===== config.mk =====
export PLATFORM = sky130hd
export DESIGN_NAME = serial_deframer
export DESIGN_NICKNAME = d
export VERILOG_FILES = /design/src/rtl/serial_deframer_pkg.sv /design/src/rtl/serial_deframer_bit_timer.sv /design/src/rtl/serial_deframer.sv
export SDC_FILE = /design/constraint.sdc
export NUM_CORES = 1
export LEC_CHECK = 0
export CAP_MARGIN = 10
export CORE_UTILIZATION = 56
export CTS_BUF_LIST = sky130_fd_sc_hd__clkbuf_2 sky130_fd_sc_hd__clkbuf_4 sky130_fd_sc_hd__clkbuf_8
export DETAILED_ROUTE_END_ITERATION = 8
export PLACE_DENSITY_LB_ADDON = 0.15
export SLEW_MARGIN = 25
export SYNTH_ARGS = -nofsm -noshare
export SYNTH_HDL_FRONTEND = slang
export SYNTH_HIERARCHICAL = 1
export SYNTH_SLANG_ARGS = --single-unit

===== constraint.sdc =====
create_clock -name clock -period 2.1 [get_ports clock]
set_input_delay 0.42 -clock clock [delete_from_list [all_inputs] [get_ports clock]]
set_output_delay 0.42 -clock clock [all_outputs]
set_load 0.02 [all_outputs]

===== src/rtl/serial_deframer_pkg.sv =====
// serial_deframer_pkg: FSM state encoding and width helper shared by the deframer files.
package serial_deframer_pkg;

    typedef enum logic [2:0] {
        IDLE   = 3'd0,
        START  = 3'd1,
        DATA   = 3'd2,
        PARITY = 3'd3,
        STOP   = 3'd4
    } state_t;

    // Never returns less than 1 so single-value counters still get a real bit.
    function automatic int clog2(input int n);
        int r;
        r = 1;
        while ((1 << r) < n) r++;
        return r;
    endfunction

endpackage


===== src/rtl/serial_deframer_bit_timer.sv =====
// bit_timer: free-running 0..BIT_CYCLES-1 bit-period counter with mid-bit strobe and end-of-bit flag.
module bit_timer
    import serial_deframer_pkg::*;
#(
    parameter int BIT_CYCLES = 4
) (
    input  logic                         clock_i,
    input  logic                         reset_n_i,
    input  logic                         clear_i,
    output logic [clog2(BIT_CYCLES)-1:0] count_o,
    output logic                         strobe_o,
    output logic                         bit_end_o
);

    localparam int TW = clog2(BIT_CYCLES);

    logic [TW-1:0] count_q, count_d;

    assign strobe_o  = count_q == TW'(BIT_CYCLES / 2);
    assign bit_end_o = count_q == TW'(BIT_CYCLES - 1);
    assign count_o   = count_q;

    always_comb begin
        count_d = (clear_i || bit_end_o) ? '0 : count_q + 1'b1;
    end

    always_ff @(posedge clock_i or negedge reset_n_i) begin
        if (!reset_n_i) count_q <= '0;
        else            count_q <= count_d;
    end

endmodule


===== src/rtl/serial_deframer.sv =====
// serial_deframer: framed serial (start 1, data, [even parity], stop 0) to parallel receiver.
// Define SERIAL_DEFRAMER_PARITY_EN to expect and check an even-parity bit after the data bits.
module serial_deframer
    import serial_deframer_pkg::*;
#(
    parameter int WIDTH      = 8,
    parameter int BIT_CYCLES = 4,
    parameter int MSB_FIRST  = 1
) (
    input  logic             clock,
    input  logic             resetN,
    input  logic             serialIn,
    output logic [WIDTH-1:0] parallelOut,
    output logic             outValid,
    output logic             frameError,
    output logic             parityError,
    output logic             busy
);

`ifdef SERIAL_DEFRAMER_PARITY_EN
    localparam logic PARITY_EN = 1'b1;
`else
    localparam logic PARITY_EN = 1'b0;
`endif

    localparam int TW = clog2(BIT_CYCLES);
    localparam int IW = clog2(WIDTH);

    state_t           state_q, state_d;
    logic [IW-1:0]    idx_q, idx_d;
    logic [WIDTH-1:0] shift_q, shift_d;
    logic [WIDTH-1:0] out_q, out_d;
    logic             par_q, par_d;
    logic             valid_q, valid_d;
    logic             ferr_q, ferr_d;
    logic             perr_q, perr_d;
    logic             strobe, bit_end, par_bad;
    logic [TW-1:0]    timer_cnt_unused;

    // Holding the timer clear while idle makes START always begin at count 0.
    bit_timer #(.BIT_CYCLES(BIT_CYCLES)) u_bit_timer (
        .clock_i   (clock),
        .reset_n_i (resetN),
        .clear_i   (state_q == IDLE),
        .count_o   (timer_cnt_unused),
        .strobe_o  (strobe),
        .bit_end_o (bit_end)
    );

    assign par_bad     = PARITY_EN && ((^shift_q) ^ par_q);
    assign parallelOut = out_q;
    assign outValid    = valid_q;
    assign frameError  = ferr_q;
    assign parityError = PARITY_EN ? perr_q : 1'b0;
    assign busy        = state_q != IDLE;

    always_comb begin
        state_d = state_q;
        idx_d   = idx_q;
        shift_d = shift_q;
        par_d   = par_q;
        out_d   = out_q;
        valid_d = 1'b0;
        ferr_d  = 1'b0;
        perr_d  = 1'b0;
        case (state_q)
            IDLE: state_d = serialIn ? START : IDLE;
            START: begin
                if (strobe && !serialIn) state_d = IDLE;
                else if (bit_end) begin
                    state_d = DATA;
                    idx_d   = '0;
                end
            end
            DATA: begin
                if (strobe) shift_d = MSB_FIRST != 0 ? WIDTH'({shift_q, serialIn})
                                                     : WIDTH'({serialIn, shift_q} >> 1);
                if (bit_end) begin
                    state_d = idx_q == IW'(WIDTH - 1) ? (PARITY_EN ? PARITY : STOP) : DATA;
                    idx_d   = idx_q + 1'b1;
                end
            end
            PARITY: begin
                if (strobe) par_d = serialIn;
                if (bit_end) state_d = STOP;
            end
            STOP: begin
                if (strobe) begin
                    state_d = IDLE;
                    ferr_d  = serialIn;
                    perr_d  = !serialIn && par_bad;
                    valid_d = !serialIn && !par_bad;
                    out_d   = valid_d ? shift_q : out_q;
                end
            end
            default: state_d = IDLE;
        endcase
    end

    always_ff @(posedge clock or negedge resetN) begin
        if (!resetN) begin
            state_q <= IDLE;
            idx_q   <= '0;
            shift_q <= '0;
            out_q   <= '0;
            par_q   <= 1'b0;
            valid_q <= 1'b0;
            ferr_q  <= 1'b0;
            perr_q  <= 1'b0;
        end else begin
            state_q <= state_d;
            idx_q   <= idx_d;
            shift_q <= shift_d;
            out_q   <= out_d;
            par_q   <= par_d;
            valid_q <= valid_d;
            ferr_q  <= ferr_d;
            perr_q  <= perr_d;
        end
    end

endmodule

==> implementation parameters, run 1 <==
Parameter                              Value

Status
  Result of the run ... completed

Place
  RePlAce Congestion ... 0.820
  Total of buffers placed on input and output ports ... 13
  Placed wire-length estimate ... 1.33 mm
  DP Cell Count ... 120

Power and ir drop
  Maximum resistive drop on vdd ... 0.781 mV
  PwrDens ... 1050 nW/µm²
  Static power due to leakage ... 0.000609 µW

CTS
  CTS HTree Levels ... 1
  Clock edge transition at the registers on the reported setup and hold paths ... 130 ps
  Number of buffers inserted by post-CTS setup repair ... 0
  CTS root buffer ... clkbuf_4
  CTS Buf Count ... 3
  CTS Hold Buffers Added ... 0
  Later-pin clock latency in the skew report ... 310 ps
  Maximum buffer depth of the clock tree ... 2
  TritonCTS clock tree ... yes
  Number of sinks on the clock net ... 26

Finish
  Non-Filler Instances ... 124
  Count of filler cells inserted in the layout ... 132
  Antenna Diode Count ... 0
  Number of nets in the layout ... 107
  Leading cell type in the layout, fill and taps excluded ... dfrtp_1
  Fraction of the core area covered by cells at the end of the flow ... 74.3%
  Relative area change from synthesis to final layout ... 18.2%
  Most used cells in the layout excluding fill and tap cells ... 26 x dfrtp_1, 13 x mux2_2, 12 x clkdlybuf4s50_1
  Ratio of cells with drive above 1 in the final layout ... 27.3%

STA
  Max-slew headroom ... 62.1%
  Period utilization ... 93.7%
  Slew of the pin with the lowest slew margin ... 564 ps
  Highest attainable clock frequency ... 508 MHz
  Final hold violation count ... 0
  Worst-case hold slack ... 453 ps
  Setup-violating endpoint count in the final report ... 0
  Setup repair after global routing missed its margin ... no
  Time the worst path needs with I/O delays and setup ... 1970 ps
  Setup TNS ... 0 ps
  Max Clock Skew ... 5.27 ps
  Total count of max-transition violations in the final report ... 0

Route
  DR top layer ... met4
  Met2 WL post-DR ... 851 µm
  Average routed wire per standard cell ... 14.6 µm
  Count of routing violations after the opening detailed-route iteration ... 11
  Post-route DRC violation count ... 0
  Amount of wire on met3 after detailed routing ... 83 µm
  ANT nets after route ... 0
  Routed vias/inst ... 5.52
  Length of the first detailed-routing pass in iterations ... 4
  Detailed Route WL ... 1.81 mm
  Met1 Routed Length ... 845 µm
  Total number of vias ... 685

Setup path
  Crit path max-delay cell type ... dfrtp_1
  Critical Path, Cell by Cell ... or3_1 > dlygate4sd2_1
  Type of the worst setup path ... flip-flop to output pin
  Category of cells accounting for the largest share of critical-path delay ... flip-flops
  Crit path buf inv count ... 1
  Critical path peak fanout ... 7
  Crit-path max cell delay ... 490 ps
  Startpoint type of the worst setup path ... flip-flop
  CP required ... 1680 ps
  Critical Path Sink Type ... output pin
  Arrival time of the worst setup path ... 1550 ps

Synth
  Number of different library cells in the post-synthesis netlist ... 24
  Ys Warns ... 6
  Synthesis-stage register bit count ... 26
  Biggest area contributors in the synthesized netlist ... dfrtp_1 57%, mux2_2 13%, ha_1 4.4%
  Cells after Synth ... 81
  Sequential share of the synthesized area ... 57.5%
  Post-synthesis cell area ... 1130 µm²
  Synthesized area divided by synthesized cell count ... 14.0 µm²
  Yosys top cell area share ... 57.5%
  Synthesized Nets ... 88
  Cell type with the largest total area after synthesis ... dfrtp_1

Floorplan
  I/O pin total ... 15
  Die height ... 47.0 µm
  Width of the die ... 47.0 µm
  Total die area ... 2210 µm²
  Effective utilization at floorplan ... 62.8%
  Std-Cell Core Area ... 1800 µm²
  Core Rows ... 15

Global route
  GR Util All Layers ... 20.7%
  Global-route wire length before repair ... 2.98 mm
  Pin count of the biggest net entering global routing ... 27
  Leftover overflow at the end of global routing ... 0
  Antenna violations before repair ... 0
  Vias in the first global route ... 654

Hold path
  Worst min-delay path category ... input pin to async pin

Run
  MaxCap Viol Count ... 0
==> cell usage after synthesis <==
master and instances:
dfrtp_1 26, or3_1 2, buf_4 2, nor4_1 2
mux2_2 13, o32ai_1 1, buf_2 1, and4bb_2 1
nor2_1 3, mux2i_1 2, a21oi_1 2, nand2b_1 1
inv_1 5, nor3_2 2, conb_1 1, ha_1 4
nor4_4 2, a211oi_1 1, nor2b_1 1, xnor2_1 1
mux2_1 3, nand2_1 3, nand2b_4 1, o21ai_0 1
==> power by group <==
part	switching, µW	internal, µW
Combinational	226	211
Clock	139	106
Sequential	97.3	622
Total	463	939
==> kinds of logic after synthesis <==
| group | count (synthesis) | synth area share [%] |
|---|---|---|
| adders and majority gates | 4 | 4.42 |
| xor gates and xnor gates | 1 | 0.774 |
| DFF | 26 | 57.5 |
| and+or+nand+nor | 18 | 13.1 |
| muxes | 18 | 17.7 |
| other | 1 | 0.331 |
| AOI/OAI and AO/OA | 5 | 2.76 |
| buffers and inverters | 8 | 3.42 |
==> layout make-up <==
| class | instances | area, µm² | area share (%) |
|---|---|---|---|
| Tap cell | 25 | 31.3 | 2.34 |
| Sequential cell | 26 | 651 | 48.6 |
| Clock buffer | 4 | 36.3 | 2.71 |
| Inverter | 5 | 18.8 | 1.40 |
| Timing Repair Buffer | 17 | 159 | 11.9 |
| Multi-Input combinational cell | 47 | 443 | 33.1 |
==> what timing repair did <==
item,4_1_cts,5_1_grt
endpoints found under the setup margin,1,0
hold endpoints to repair,0,0
gates resized for setup,1,0
==> final timing paths <==
| check | startpoint | to | slack [ps] | cells past startpoint |
|---|---|---|---|---|
| min reg2reg | u_bit_timer/count_o[0] | u_bit_timer/count_o[0] | 490 | 1 |
| max in group asynchronous | resetN | shift_q[2] | 1410 | 2 |
| max | state_q[0] | busy | 130 | 2 |
| min | resetN | parallelOut[2] | 450 | 2 |
| min in group clock | u_bit_timer/count_o[0] | u_bit_timer/count_o[0] | 490 | 1 |
| max reg2reg | u_bit_timer/count_o[0] | shift_q[5] | 370 | 5 |
==> per-stage QoR <==
stage          instance area (µm²)  power [µW]  worst slack (ps)
2_1_floorplan                 1130        1030               476
5_1_grt                       1340        1490              56.7
4_1_cts                       1340        1410               124
3_3_place_gp                  1300        1140               224
6_report                      1340        1400               132
3_5_place_dp                  1300        1170               191
==> routing by layer <==
metal,vias to the layer above,track usage [%]
met4,0,8.57
li1,315,-
met5,-,0
met1,344,27.5
met3,4,4.62
met2,22,33.1
==> sequential cells by signal, indices dropped and copies added (netlist names) <==
register,cells
frameError,1
idx_q,3
outValid,1
parallelOut,8
shift_q,8
state_q,3
u_bit_timer/count_o,2
Power figures use the tool's default switching activity.
==> inputs of run 2 (changes only) <==
SETUP_SLACK_MARGIN = 0.15   (was not set)
==> run 2 against run 1 <==
  * First-iteration DRC count did not move
  * Clock-buffer cell count is the same
  * Critical endpoint unchanged
  * Worst setup slack better by 100 ps
  * Critical path depth unchanged
  * Final cell count grew 0.81%
  * Global-route usage rose by 0.25 points
  * Wire length grew 0.50%
  * Die area unchanged
==> implementation parameters, run 2 (synthesis gave the netlist of run 1 again) <==
Parameter                              Value

Global route
  Global-route track usage on met3 ... 4.62% (unchanged)
  Leftover overflow at the end of global routing ... 0 (unchanged)
  Global-route wire length before repair ... 3.02 mm (was 2.98 mm)
  GR Util All Layers ... 20.9% (was 20.7%)
  Vias in the first global route ... 660 (was 654)
  GR Layer Usage met1 ... 27.8% (was 27.5%)
  GRT busiest layer ... met2 (unchanged)
  Antenna violations before repair ... 0 (unchanged)
  Met2 Resource Use GR ... 33.6% (was 33.1%)
  Pin count of the biggest net entering global routing ... 27 (unchanged)

Floorplan
  Die height ... 47.0 µm (unchanged)
  Effective utilization at floorplan ... 62.8% (unchanged)
  Total die area ... 2210 µm² (unchanged)
  Width of the die ... 47.0 µm (unchanged)
  I/O pin total ... 15 (unchanged)
  Core Rows ... 15 (unchanged)
  Std-Cell Core Area ... 1800 µm² (unchanged)

Setup path
  Depth of the most critical reg-to-reg path ... 5 (unchanged)
  Critical Path Sink Type ... output pin (unchanged)
  Type of the worst setup path ... flip-flop to output pin (unchanged)
  Arrival time of the worst setup path ... 1450 ps (was 1550 ps)
  Startpoint type of the worst setup path ... flip-flop (unchanged)
  Launch point of the worst reg-to-reg path ... u_bit_timer/count_o[0] (unchanged)
  Critical path peak fanout ... 2 (was 7)
  CP required ... 1680 ps (about the same)
  Worst R2R Setup Slack ... 370 ps (about the same)
  Capturing point of the worst reg2reg path ... shift_q[5] (unchanged)

CTS
  Number of sinks on the clock net ... 26 (unchanged)
  CTS Buf Count ... 3 (unchanged)
  Later-pin clock latency in the skew report ... 310 ps (about the same)
  CTS root buffer ... clkbuf_4 (unchanged)
  TritonCTS clock tree ... yes (unchanged)
  Maximum buffer depth of the clock tree ... 2 (unchanged)
  CTS HTree Levels ... 1 (unchanged)
  Clock edge transition at the registers on the reported setup and hold paths ... 130 ps (about the same)

Finish
  Most used cells in the layout excluding fill and tap cells ... 25 x dfrtp_1, 13 x mux2_2, 12 x clkdlybuf4s50_1 (was 26 x dfrtp_1, 13 x mux2_2, 12 x clkdlybuf4s50_1)
  Number of nets in the layout ... 108 (was 107)
  Ratio of cells with drive above 1 in the final layout ... 29.0% (was 27.3%)
  Leading cell type in the layout, fill and taps excluded ... dfrtp_1 (unchanged)
  Antenna Diode Count ... 0 (unchanged)
  Final design instance area without fill ... 1350 µm² (was 1340 µm²)
  Relative area change from synthesis to final layout ... 19.0% (was 18.2%)

STA
  Slew of the pin with the lowest slew margin ... 566 ps (was 564 ps)
  Max Clock Skew ... 5.30 ps (was 5.27 ps)
  Highest attainable clock frequency ... 536 MHz (was 508 MHz)
  Time the worst path needs with I/O delays and setup ... 1870 ps (was 1970 ps)
  Period utilization ... 88.9% (was 93.7%)
  Total count of max-transition violations in the final report ... 0 (unchanged)
  Smallest setup slack after layout ... 233 ps (was 132 ps)
  Setup TNS ... 0 ps (unchanged)
  Max-slew headroom ... 62.0% (was 62.1%)
  Setup-violating endpoint count in the final report ... 0 (unchanged)
  Setup repair after global routing missed its margin ... no (unchanged)
  Final hold violation count ... 0 (unchanged)

Route
  ANT nets after route ... 0 (unchanged)
  Total number of vias ... 682 (was 685)
  Average routed wire per standard cell ... 14.6 µm (about the same)
  Count of routing violations after the opening detailed-route iteration ... 11 (unchanged)
  Routed vias/inst ... 5.46 (was 5.52)
  Post-route DRC violation count ... 0 (unchanged)
  Detailed Route WL ... 1.82 mm (was 1.81 mm)
  Length of the first detailed-routing pass in iterations ... 4 (unchanged)

Power and ir drop
  PwrDens ... 1050 nW/µm² (about the same)
  Maximum resistive drop on vdd ... 0.782 mV (was 0.781 mV)
  Static power due to leakage ... 0.000612 µW (was 0.000609 µW)

Place
  Total of buffers placed on input and output ports ... 13 (unchanged)
  RePlAce Congestion ... 0.820 (unchanged)
  Worst Setup Slack post-DPL ... 191 ps (unchanged)
  Standard cell area after detailed placement ... 1300 µm² (unchanged)
  Placed wire-length estimate ... 1.33 mm (unchanged)

Status
  Result of the run ... completed (unchanged)

Hold path
  Worst min-delay path category ... input pin to async pin (unchanged)

Run
  MaxCap Viol Count ... 0 (unchanged)
## run 2: area by class of cell
cell class              count  area, µm²
flip-flops and latches     26        652
fillers                   131        454
multi-input cells          47        443
repair buffers             18        166
clock buffers               4       36.3
well taps                  25       31.3
inverters                   5       18.8
## run 2: worst max path at each step
stage	start	end	slack [ps]	cells after the start
6_report	state_q[0]	busy	230	2
5_1_grt	state_q[2]	busy	170	2
4_1_cts	state_q[2]	busy	220	2
3_5_place_dp	serialIn	parallelOut[7]	190	4
3_3_place_gp	serialIn	parallelOut[2]	220	4
2_1_floorplan	u_bit_timer/count_o[0]	parallelOut[2]	480	5
## run 2: worst max-delay path, cell delays in order, from the launching register on
cell	delay [ps]
dfrtp_2	430
or3_1	380
dlygate4sd2_1	330
## run 2: power breakdown
group          internal (µW)  switching, µW  leakage [µW]
logic                    222            245      0.000264
registers                624           81.8      0.000327
clock network            106            139     0.0000210
total                    952            466      0.000612
## run 2: what timing repair did
action,CTS,global route
gates resized for setup,2,0
endpoints found under the setup margin,1,0
hold buffers,0,0
buffers inserted,1,0
## run 2: per-layer routing
metal | share of wire (%) | vias up
li1 | - | 316
met1 | 47 | 346
met2 | 47 | 16
met3 | 3.9 | 4
met4 | 1.9 | 0
met5 | 0 | -
## run 2: through the flow
| stage | hold slack [ps] | power [µW] | utilization [%] | instances |
|---|---|---|---|---|
| after floorplan | 124 | 1030 | - | 81 |
| after global placement | 459 | 1140 | 72.4 | 120 |
| after detailed placement | 467 | 1170 | 72.4 | 120 |
| after CTS | 461 | 1420 | 74.8 | 125 |
| after global routing | 471 | 1510 | 74.8 | 125 |
| final | 453 | 1420 | 74.8 | 125 |
==> RTL edit: new RTL, settings of run 2 <==
`BIT_CYCLES` is set to 4 in 2 places; all go to 2.
--- a/src/rtl/serial_deframer_bit_timer.sv
+++ b/src/rtl/serial_deframer_bit_timer.sv
@@ -4,3 +4,3 @@
 #(
-    parameter int BIT_CYCLES = 4
+    parameter int BIT_CYCLES = 2
 ) (
--- a/src/rtl/serial_deframer.sv
+++ b/src/rtl/serial_deframer.sv
@@ -6,3 +6,3 @@
     parameter int WIDTH      = 8,
-    parameter int BIT_CYCLES = 4,
+    parameter int BIT_CYCLES = 2,
     parameter int MSB_FIRST  = 1
Formal check against the unedited RTL: not equivalent (Yosys sat finds a counterexample within 4 cycles, from zero or initial values and one cycle with resetN low).
==> RTL edit against run 2 <==
- non-clock buffer count is 2 higher
- utilization fell by 1.9 points
- power is 31% higher
- synthesized area fell by 5.5%
- clock power is 13% lower
- design area is 4.5% lower
- count of clock-buffer cells in the layout fell by 1
- cell count down 2.4%
- die area is 5.3% lower
- clock skew down 1.8 ps
- critical path type unchanged
- worst setup slack got worse by 9.6 ps
- sequential cell count down 1
- routed wire length decreased by 14%
==> RTL edit: results (changes against run 2) <==
GLOBAL ROUTE
--------------------------------------------------------------------------------------
Overall routing resource usage                                                  0.1860   -0.02318
GR Util met3                                                                   0.04365   -0.002503
Via count of the first global-routing pass                                         608   -7.9%
Wire length of the first global-routing pass                                   2766 µm   -8.3%
GRT met1 Usage                                                                  0.2739   -0.003699
Routing usage on met2                                                           0.2943   -0.04183
Maximum number of pins on one net before global-route repair                        26   -3.7%

LAYOUT
--------------------------------------------------------------------------------------
Proportion of layout cells with a drive suffix above 1                          0.2990   +0.008969
Layout Cells excl Fill                                                             122   -2.4%
Count of nets after finishing                                                      103   -4.6%

YOSYS
--------------------------------------------------------------------------------------
Synth Net Count                                                                     82   -6.8%
Gate Count Post-Synth                                                               77   -4.9%

WORST SETUP PATH
--------------------------------------------------------------------------------------
Largest stage delay on the critical path                                        450 ps   +20 ps
Worst Reg-to-Reg Cells                                                               5   unchanged
First element of the critical path                                        state_q[0]$_DFFE_PN0P_
Crit-path max FO                                                                     4   +2
Capturing point of the worst reg2reg path                                 shift_q[6]$_DFFE_PN0P_
Setup slack of the most critical reg-to-reg path                                600 ps   +230 ps
Worst flop-to-flop path startpoint                                        state_q[1]$_DFFE_PN0P_
Standard cell with the maximum stage delay on the critical path                dfrtp_2

TIMING
--------------------------------------------------------------------------------------
Tcrit/Tclk final                                                                0.8937   +0.004587
Worst clock skew                                                              3.502 ps   -1.795 ps

FLOW RUN
--------------------------------------------------------------------------------------
Total of max-cap violations                                                          0   unchanged

POWER AND IR DROP
--------------------------------------------------------------------------------------
Static Leak                                                                  0.5759 nW   -6.0%
VDD IR max                                                                 0.0007949 V   +1.7%

ROUTE
--------------------------------------------------------------------------------------
First-iteration detailed-routing DRC count                                           6   -5
Ratio of routed vias to standard cells                                           5.238   -4.0%
First-pass iteration count of the detailed router                                    4   unchanged
Routed length per placed instance                                             12.87 µm   -12%

PLACE
--------------------------------------------------------------------------------------
Worst-case setup slack after placement                                        173.2 ps   -18.24 ps
Detailed-placement wirelength estimate                                         1135 µm   -14%
Weighted congestion reported at the end of routability-driven placement         0.7881   -3.9%

OUTCOME
--------------------------------------------------------------------------------------
Status                                                                    complete, no violations

## RTL edit: worst max-delay path, delay by kind of cell, from the launching register on
family | cells | cell delay [ps]
flops | 1 | 450
simple gates | 1 | 370
buf+inv | 1 | 330
## RTL edit: worst min path at each step
stage                                    start                         end  cells after the start
floorplan                               resetN        frameError$_DFF_PN0_                      0
global route                            resetN  parallelOut[6]$_DFFE_PN0P_                      2
detailed placement  parallelOut[7]$_DFFE_PN0P_  parallelOut[7]$_DFFE_PN0P_                      1
finish                                  resetN        frameError$_DFF_PN0_                      2
global placement    parallelOut[7]$_DFFE_PN0P_  parallelOut[7]$_DFFE_PN0P_                      1
CTS                                     resetN        frameError$_DFF_PN0_                      2
## RTL edit: power breakdown
part,switching [mW],internal [mW]
clock,0.139,0.0724
sequential,0.133,0.692
combinational,0.388,0.426
total,0.661,1.19
## RTL edit: per-layer routing
layer / vias to the layer above / part of all wire
met3: 2 / 0.045
met4: 0 / 0.0045
met5: - / 0
met2: 14 / 0.47
li1: 306 / -
met1: 317 / 0.48
## RTL edit: per-stage QoR
step	power, mW	hold slack (ps)	area, µm²
global route	1.986	467.3	1286
CTS	1.839	457.8	1271
floorplan	1.340	124.4	1070
finish	1.852	450.9	1286
detailed placement	1.634	473.7	1241
global placement	1.607	468.7	1241
## RTL edit: cell type report
type | count | area [µm²]
flip-flops and latches | 25 | 626.9
well taps | 25 | 31.28
clock buffers | 3 | 22.52
inverters | 4 | 15.01
repair buffers | 20 | 181.4
clock inverters | 1 | 7.507
fillers | 144 | 478.0
multi-input cells | 44 | 401.6
## RTL edit: what timing repair did
action,4_1_cts,5_1_grt
endpoints found under the setup margin,1,1
resized for setup,2,0
hold buffers,0,0
pin swaps,0,0
buffers inserted,0,2
